[src/rtl/v6502_pkg.sv]
// rtl/v6502_pkg.sv - shared 6502 core constants
// Purpose: constants shared by the fetch/decode path. The instruction length
//   limit sets the decoder's retire width and the addr_mode inst_len range.
// Ports: none (package).
package v6502_pkg;

  // Longest 6502 instruction: opcode plus a two-byte operand.
  localparam int INST_MAX_LEN = 3;
  // Width of one opcode/operand byte.
  localparam int BYTE_W       = 8;

endpackage

[src/rtl/queue_peek_window.sv]
// rtl/queue_peek_window.sv - combinational peek window over the prefetch queue
// Purpose: presents the oldest MAX_PULL entries starting at rd_ptr. The window
//   wraps seamlessly past DEPTH-1, and lanes beyond the current occupancy read
//   as zero.
// Ports:
//   mem        in   DEPTH x DATA_W   queue storage
//   rd_ptr     in   AW               index of the oldest entry
//   count      in   AW+1             current occupancy
//   peek_data  out  MAX_PULL*DATA_W  oldest entry in the low lane
//   peek_count out  PW               min(count, MAX_PULL)
module queue_peek_window
  import v6502_pkg::*;
#(
  parameter int DATA_W   = BYTE_W,
  parameter int DEPTH    = 16,
  parameter int MAX_PULL = INST_MAX_LEN,
  localparam int AW      = $clog2(DEPTH),
  localparam int PW      = $clog2(MAX_PULL + 1)
) (
  input  logic [DATA_W-1:0]          mem [DEPTH],
  input  logic [AW-1:0]              rd_ptr,
  input  logic [AW:0]                count,
  output logic [MAX_PULL*DATA_W-1:0] peek_data,
  output logic [PW-1:0]              peek_count
);

  assign peek_count = (count >= (AW+1)'(MAX_PULL)) ? PW'(MAX_PULL) : count[PW-1:0];

  // The AW-bit sum wraps modulo DEPTH, so the window crosses the end of the
  // storage without any special case.
  always_comb begin
    peek_data = '0;
    for (int i = 0; i < MAX_PULL; i++) begin
      if (PW'(i) < peek_count) begin
        peek_data[i*DATA_W +: DATA_W] = mem[rd_ptr + AW'(i)];
      end
    end
  end

endmodule

[src/rtl/inst_prefetch_queue.sv]
// rtl/inst_prefetch_queue.sv - instruction prefetch byte queue
// Purpose: byte FIFO between fetch and decode. Fetch pushes one byte per
//   cycle, the decoder peeks the oldest MAX_PULL bytes and retires a whole
//   instruction (1..MAX_PULL bytes) per cycle, and flush empties the queue.
// Ports:
//   clk, reset            rising-edge clock, asynchronous active-high reset
//   flush                 discard all entries; overrides push and pull
//   push_valid/push_data  byte offered by fetch
//   push_ready            queue can accept a byte (!full)
//   pull_len              bytes to retire this cycle (0 = none)
//   peek_data/peek_count  oldest bytes and how many lanes are valid
//   count/full/empty      occupancy status
//   pull_err              one-cycle pulse after a rejected nonzero pull
module inst_prefetch_queue
  import v6502_pkg::*;
#(
  parameter int DATA_W   = BYTE_W,
  parameter int DEPTH    = 16,
  parameter int MAX_PULL = INST_MAX_LEN,
  localparam int AW      = $clog2(DEPTH),
  localparam int PW      = $clog2(MAX_PULL + 1)
) (
  input  logic                       clk,
  input  logic                       reset,
  input  logic                       flush,
  input  logic                       push_valid,
  input  logic [DATA_W-1:0]          push_data,
  output logic                       push_ready,
  input  logic [PW-1:0]              pull_len,
  output logic [MAX_PULL*DATA_W-1:0] peek_data,
  output logic [PW-1:0]              peek_count,
  output logic [AW:0]                count,
  output logic                       full,
  output logic                       empty,
  output logic                       pull_err
);

  logic [DATA_W-1:0] mem [DEPTH];
  logic [AW-1:0]     rd_ptr;
  logic [AW-1:0]     wr_ptr;
  logic              push_acc;
  logic              pull_req;
  logic              pull_ok;
  logic [AW:0]       pull_amt;

  assign full       = (count == (AW+1)'(DEPTH));
  assign empty      = (count == '0);
  // Readiness looks only at the registered count: a full queue refuses a push
  // even when the same cycle retires bytes.
  assign push_ready = !full;

  assign push_acc = push_valid && push_ready && !flush;
  assign pull_req = (pull_len != '0);
  assign pull_ok  = pull_req && !flush
                    && (pull_len <= PW'(MAX_PULL))
                    && ((AW+1)'(pull_len) <= count);
  assign pull_amt = pull_ok ? (AW+1)'(pull_len) : '0;

  // Storage needs no reset; lanes past the occupancy are masked at the peek.
  always_ff @(posedge clk) begin
    if (push_acc) begin
      mem[wr_ptr] <= push_data;
    end
  end

  always_ff @(posedge clk or posedge reset) begin
    if (reset) begin
      rd_ptr   <= '0;
      wr_ptr   <= '0;
      count    <= '0;
      pull_err <= 1'b0;
    end else if (flush) begin
      rd_ptr   <= '0;
      wr_ptr   <= '0;
      count    <= '0;
      pull_err <= 1'b0;
    end else begin
      if (push_acc) begin
        wr_ptr <= wr_ptr + 1'b1;
      end
      if (pull_ok) begin
        rd_ptr <= rd_ptr + AW'(pull_len);
      end
      // A legal pull is bounded by the pre-edge count, so a byte pushed this
      // cycle is never retired in the same cycle.
      count    <= count + (AW+1)'(push_acc) - pull_amt;
      pull_err <= pull_req && !pull_ok;
    end
  end

  queue_peek_window #(
    .DATA_W   (DATA_W),
    .DEPTH    (DEPTH),
    .MAX_PULL (MAX_PULL)
  ) u_peek (
    .mem        (mem),
    .rd_ptr     (rd_ptr),
    .count      (count),
    .peek_data  (peek_data),
    .peek_count (peek_count)
  );

endmodule
[config.mk]
export PLATFORM = sky130hd
export DESIGN_NAME = inst_prefetch_queue
export DESIGN_NICKNAME = d
export VERILOG_FILES = /design/src/rtl/v6502_pkg.sv /design/src/rtl/queue_peek_window.sv /design/src/rtl/inst_prefetch_queue.sv
export SDC_FILE = /design/constraint.sdc
export NUM_CORES = 1
export LEC_CHECK = 0
export ABC_AREA = 0
export CORE_AREA = 5 5 120 122
export DETAILED_ROUTE_END_ITERATION = 16
export DIE_AREA = 0 0 125 127
export DONT_BUFFER_PORTS = 1
export PLACE_DENSITY = 0.78
export SLEW_MARGIN = 10
export SYNTH_ARGS = -nofsm -noshare
export SYNTH_HDL_FRONTEND = slang
export SYNTH_SLANG_ARGS = --single-unit
export TNS_END_PERCENT = 30
[constraint.sdc]
create_clock -name clk -period 4.1 [get_ports clk]
set_clock_uncertainty 0.15 [all_clocks]
set_input_delay 0.41 -clock clk [delete_from_list [all_inputs] [get_ports clk]]
set_output_delay 0.41 -clock clk [all_outputs]
set_load 0.1 [all_outputs]
==> results.tsv, run 1 <==
metric	value	unit
status	finished, final reports clean	
synthesized area	8190	sq um
Mapped Nets	549	
Peak Freq	272	MHz
top-area cell type share of the netlist area	46.9	%
Reg clk slew, reported paths	0.06	ns
number of flops mapped to enable cells by yosys	128	
Root Buffer	clkbuf_16	
vias in the first global route	5608	
CTS sink cnt	142	
share of cells above drive strength 1	33.1	%
Setup crit end kind	primary output	
RR Endpoint	count[4]	
commonest register cell after synthesis	edfxtp_1	
first-pass GRT wire length	33.5	mm
DRC	0	
Seq cells post-synth	142	
relative slew slack	24.7	%
Worst EP required	3.54	ns
CP max-delay cell	nand2b_1	
DRT iter0 DRCs	671	
vias per cell	7.24	
most frequent cells in the layout	edfxtp_1 (128), mux4_2 (81), inv_1 (46)	
Syn Inst Count	514	
fin. max-slew vios	0	
largest net degree at the start of global routing	79	
worst-path maximum fanout	22	
# port buffers	0	
TritonCTS Buffers	17	
Placed Cells	711	
Arr. time, crit path	3.12	ns
Least-Margin Pin Slew	1.13	ns
Layout Nets	600	
cts repair resizes	0	
routability cong.	0.879	
post-synth top area cell	edfxtp_1	
FP Rows	42	
post-route clock period utilization	89.7	%
worst min-delay path category	input pin to flip-flop	
# diodes	0	
buffer and inverter count on the worst path	2	
H-tree Lvls	4	
CP cell instances	buf_4 > ha_1 > xnor2_1 > a21boi_1 > nand2b_1 > o221ai_2 > buf_4	
Layout Cells excl Fill	753	
Hold Crit Depth	3	
WL/cell	29.2	microns
Final setup viols	0	
Total GRT Usage	28.6	%
CP Launch Type	flip-flop	
initial antenna violation count	0	
cells on worst reg2reg path	14	
Skew-Pair Late Insertion Delay	0.43	ns
leading cell type in the layout, fill and taps excluded	edfxtp_1	
slowest cell delay on critical path	0.45	ns
# IOs	49	
CP Class	flip-flop to primary output	
Hold EP	rd_ptr[0]	
Post-DP HPWL	13.9	mm
Vias	5452	
die area	15900	sq um
sequential area share after synthesis	51.2	%
RSZ-0062 raised after global routing	no	
cell mode on critical path	buf_4	
Max-cap violations	0	
Period minus WS final	3.68	ns
Antenna Nets Post-Route	0	
R2R setup slack	0.81	ns
Syn Area/Cell	15.9	sq um
Fin. Hold Viols	0	
GR Overflow Total	0	
Core Box Area	13100	sq um
TritonCTS clock tree	done	
DIE WIDTH	125	microns
drt first pass iters	6	
FFs w/ async S/R, synth	9.86	%
Yosys cell types	52	
Initial Utilization	62.6	%
HP Start	flush	
drt total wl	22.0	mm
Synth area leaders	edfxtp_1 (47%), mux4_2 (22%), mux4_1 (4.8%)	
Synth-to-Final Area Change	16.6	%
CTS max path bufs	2	
Crit path max-delay family	compound AO/OA/AOI/OAI gates	
yosys warns	0	
r2r startpoint	count[1]	
Chip Height	127	microns
sequential cells by signal, summed over array words and instances, names as in the netlist:
| register | cells |
|---|---|
| rd_ptr | 4 |
| count | 5 |
| mem | 128 |
| wr_ptr | 4 |
| pull_err | 1 |
per-layer routing:
metal | share of wire (%) | vias up | global-route usage, %
met2 | 51 | 380 | 48.0
met1 | 33 | 2783 | 33.8
met5 | 0 | - | 0
met4 | 5.2 | 0 | 15.9
li1 | - | 2193 | -
met3 | 11 | 96 | 7.80
Yosys cell counts, types with 8 or more instances:
library cell,count
a221o_1,8
buf_2,12
clkinv_1,24
dfrtp_1,14
edfxtp_1,128
ha_1,19
inv_1,46
mux4_1,15
mux4_2,81
nand2_1,11
nor2_1,22
o221ai_1,16
o22ai_1,8
final cells by class:
type	instances	area, sq um
Clock buffer	17	425
Clock inverter	14	183
Fill cell	759	3540
Inverter	73	274
Multi-Input combinational cell	268	3620
Sequential cell	142	4200
Tap cell	176	220
Timing Repair Buffer	63	626
worst reg2reg max path, stage by stage, from the launching register on:
cell and delay (ns):
dfrtp_1 0.37, inv_2 0.04, ha_1 0.28, nor2b_1 0.14, o211ai_1 0.47, and3_1 0.27, ha_1 0.23, inv_1 0.07
ha_1 0.17, inv_1 0.06, fa_1 0.40, nand2b_1 0.17, a21oi_1 0.17, or3_1 0.12, a21oi_1 0.06
kinds of logic (layout without fill, tap and decap cells):
family,Yosys count,count (layout),share of synthesized area (%)
multiplexers,99,99,27.5
AND/OR/NAND/NOR,72,72,4.57
XOR/XNOR,8,8,0.856
adder cells (fa/ha/maj),21,21,3.39
flip-flops,142,142,51.2
buffers and inverters,104,167,5.76
AO/OA/AOI/OAI,68,68,6.74
per-stage QoR:
stage	util (%)	hold slack, ns	area, sq um	setup TNS (ns)	setup slack, ns
after floorplan	-	0.149	8200	-1.64	-0.0833
after global placement	67.5	0.234	8830	0	0.926
after detailed placement	67.5	0.232	8830	0	0.853
after CTS	73.0	0.0415	9550	0	0.407
after global routing	73.0	0.0465	9550	0	0.245
final	73.0	0.0516	9550	0	0.423
worst max-delay path by stage:
stage	from	endpoint	slack, ns	cells past startpoint
after floorplan	count[3]	peek_data[0]	-0.08	8
after global placement	pull_len[1]	count[4]	0.93	13
after detailed placement	rd_ptr[0]	peek_data[6]	0.85	6
after CTS	rd_ptr[0]	peek_data[6]	0.41	6
after global routing	rd_ptr[0]	peek_data[6]	0.24	6
final	rd_ptr[1]	peek_data[19]	0.42	7
timing repair:
action	4_1_cts	5_1_grt
hold buffers	11	0
endpoints found under the hold margin	155	0
buffers inserted	0	0
Power of run 1 is not shown: default switching activity piles up to over one toggle a cycle in this logic, so the estimate is an artifact.
==> run 2, diff against run 1 <==
HOLD_SLACK_MARGIN = 0.08   (was default)
PLACE_DENSITY = 0.9   (was 0.78)
==> results.tsv, run 2 (same netlist as run 1, synthesis figures left out) <==
metric	value	unit	change
status	finished, final reports clean		
largest reg by FF count	mem		
H-tree Lvls	4		unchanged
fin. max-slew vios	0		unchanged
CTS sink cnt	142		unchanged
Initial Utilization	62.6	%	unchanged
CP Class	flip-flop to primary output		
DRC	0		unchanged
Worst EP required	3.54	ns	about the same
TritonCTS clock tree	done		
Fin. Hold Viols	0		unchanged
CP max-delay cell	dfrtp_2		
DRT iter0 DRCs	1085		+62%
DIE WIDTH	125	microns	unchanged
Synth-to-Final Area Change	17.1	%	
Chip Height	127	microns	unchanged
worst min-delay path category	input pin to flip-flop		
first-pass GRT wire length	35.4	mm	+5.6%
Top Registers	mem (128), count (5)		
Total GRT Usage	30.3	%	+1.6 points
cell mode on critical path	buf_4		
drt first pass iters	6		unchanged
Vias	5562		+2.0%
routability cong.	0.882		+0.36%
CTS max path bufs	2		unchanged
WL/cell	30.8	microns	+5.4%
Final setup viols	0		unchanged
Post-DP HPWL	14.1	mm	+1.6%
drt total wl	23.2	mm	+5.6%
vias in the first global route	5828		+3.9%
Period minus WS final	3.65	ns	-0.0251 ns
die area	15900	sq um	unchanged
initial antenna violation count	0		unchanged
slowest cell delay on critical path	0.41	ns	-0.04 ns
vias per cell	7.38		+1.9%
cts repair resizes	0		unchanged
most frequent cells in the layout	edfxtp_1 (128), mux4_2 (81), inv_1 (46)		
post-route clock period utilization	89.1	%	-0.61 points
Root Buffer	clkbuf_16		
Placed Cells	711		unchanged
Least-Margin Pin Slew	1.10	ns	-0.0248 ns
GR Overflow Total	0		unchanged
Reg clk slew, reported paths	0.06	ns	about the same
Arr. time, crit path	3.09	ns	-0.03 ns
Max-cap violations	0		unchanged
FP Rows	42		unchanged
worst-path maximum fanout	42		+91%
Core Box Area	13100	sq um	unchanged
largest net degree at the start of global routing	76		-3.8%
max FFs per register	128		unchanged
CP cell instances	buf_4 > ha_1 > buf_4 > mux4_1 > clkinv_1 > o22ai_1 > a221o_1 > buf_12		
relative slew slack	26.3	%	+1.7 points
Layout Nets	601		+0.17%
TritonCTS Buffers	17		unchanged
Layout Cells excl Fill	754		+0.13%
# IOs	49		unchanged
Skew-Pair Late Insertion Delay	0.42	ns	about the same
Antenna Nets Post-Route	0		unchanged
RSZ-0062 raised after global routing	no		
CP Launch Type	flip-flop		
R2R setup slack	0.87	ns	+0.06 ns
# diodes	0		unchanged
leading cell type in the layout, fill and taps excluded	edfxtp_1		
Setup crit end kind	primary output		
Peak Freq	274	MHz	+0.69%
share of cells above drive strength 1	33.4	%	+0.29 points
# port buffers	0		unchanged
final core occ	73.3	%	+0.28 points
==> run 2: worst max-delay path: cells and delay by family (launching register included) <==
| kind | cells | cell delay (ns) |
|---|---|---|
| AO/OA/AOI/OAI | 2 | 0.46 |
| adder cells (fa/ha/maj) | 1 | 0.36 |
| buffers and inverters | 4 | 0.98 |
| flip-flops | 1 | 0.41 |
| multiplexers | 1 | 0.41 |
==> run 2: through the flow <==
step,setup slack (ns),hold WS [ns],TNS (ns),instance area [sq um]
after floorplan,-0.0833,0.149,-1.64,8200
after global placement,1.01,0.236,0,8820
after detailed placement,0.898,0.244,0,8820
after CTS,0.456,0.0823,0,9590
after global routing,0.326,0.121,0,9590
final,0.449,0.0851,0,9590
==> run 2: path summary, 6_finish.rpt <==
path / from / endpoint / depth (start not counted)
max in group asynchronous: reset / rd_ptr[0] / 2
max: rd_ptr[1] / peek_data[11] / 8
min reg2reg: wr_ptr[1] / wr_ptr[1] / 2
min in group asynchronous: reset / count[4] / 2
max reg2reg: count[1] / count[4] / 14
min: pull_len[0] / pull_err / 2
==> run 2: cell type report <==
cell class | instances | area [sq um]
fillers | 706 | 3500
multi-input cells | 268 | 3630
well taps | 176 | 220
flip-flops and latches | 142 | 4200
clock buffers | 18 | 429
clock inverters | 13 | 211
repair buffers | 64 | 623
inverters | 73 | 274
==> run 2: metal layers <==
metal  up-vias  routed length, microns  GRT usage (%)  part of all wire [%]
li1       2198                       -              -                     -
met1      2772                    7280           35.0                    31
met2       478                   11800           50.4                    51
met3       114                    2790           9.18                    12
met4         0                    1390           17.8                   6.0
met5         -                       0              0                     0
==> run 2: repair_timing <==
action,in CTS,in global routing
hold buffers,12,0
hold endpoints to repair,156,0
buffers inserted,0,0
Power of run 2 is left out for the same reason.
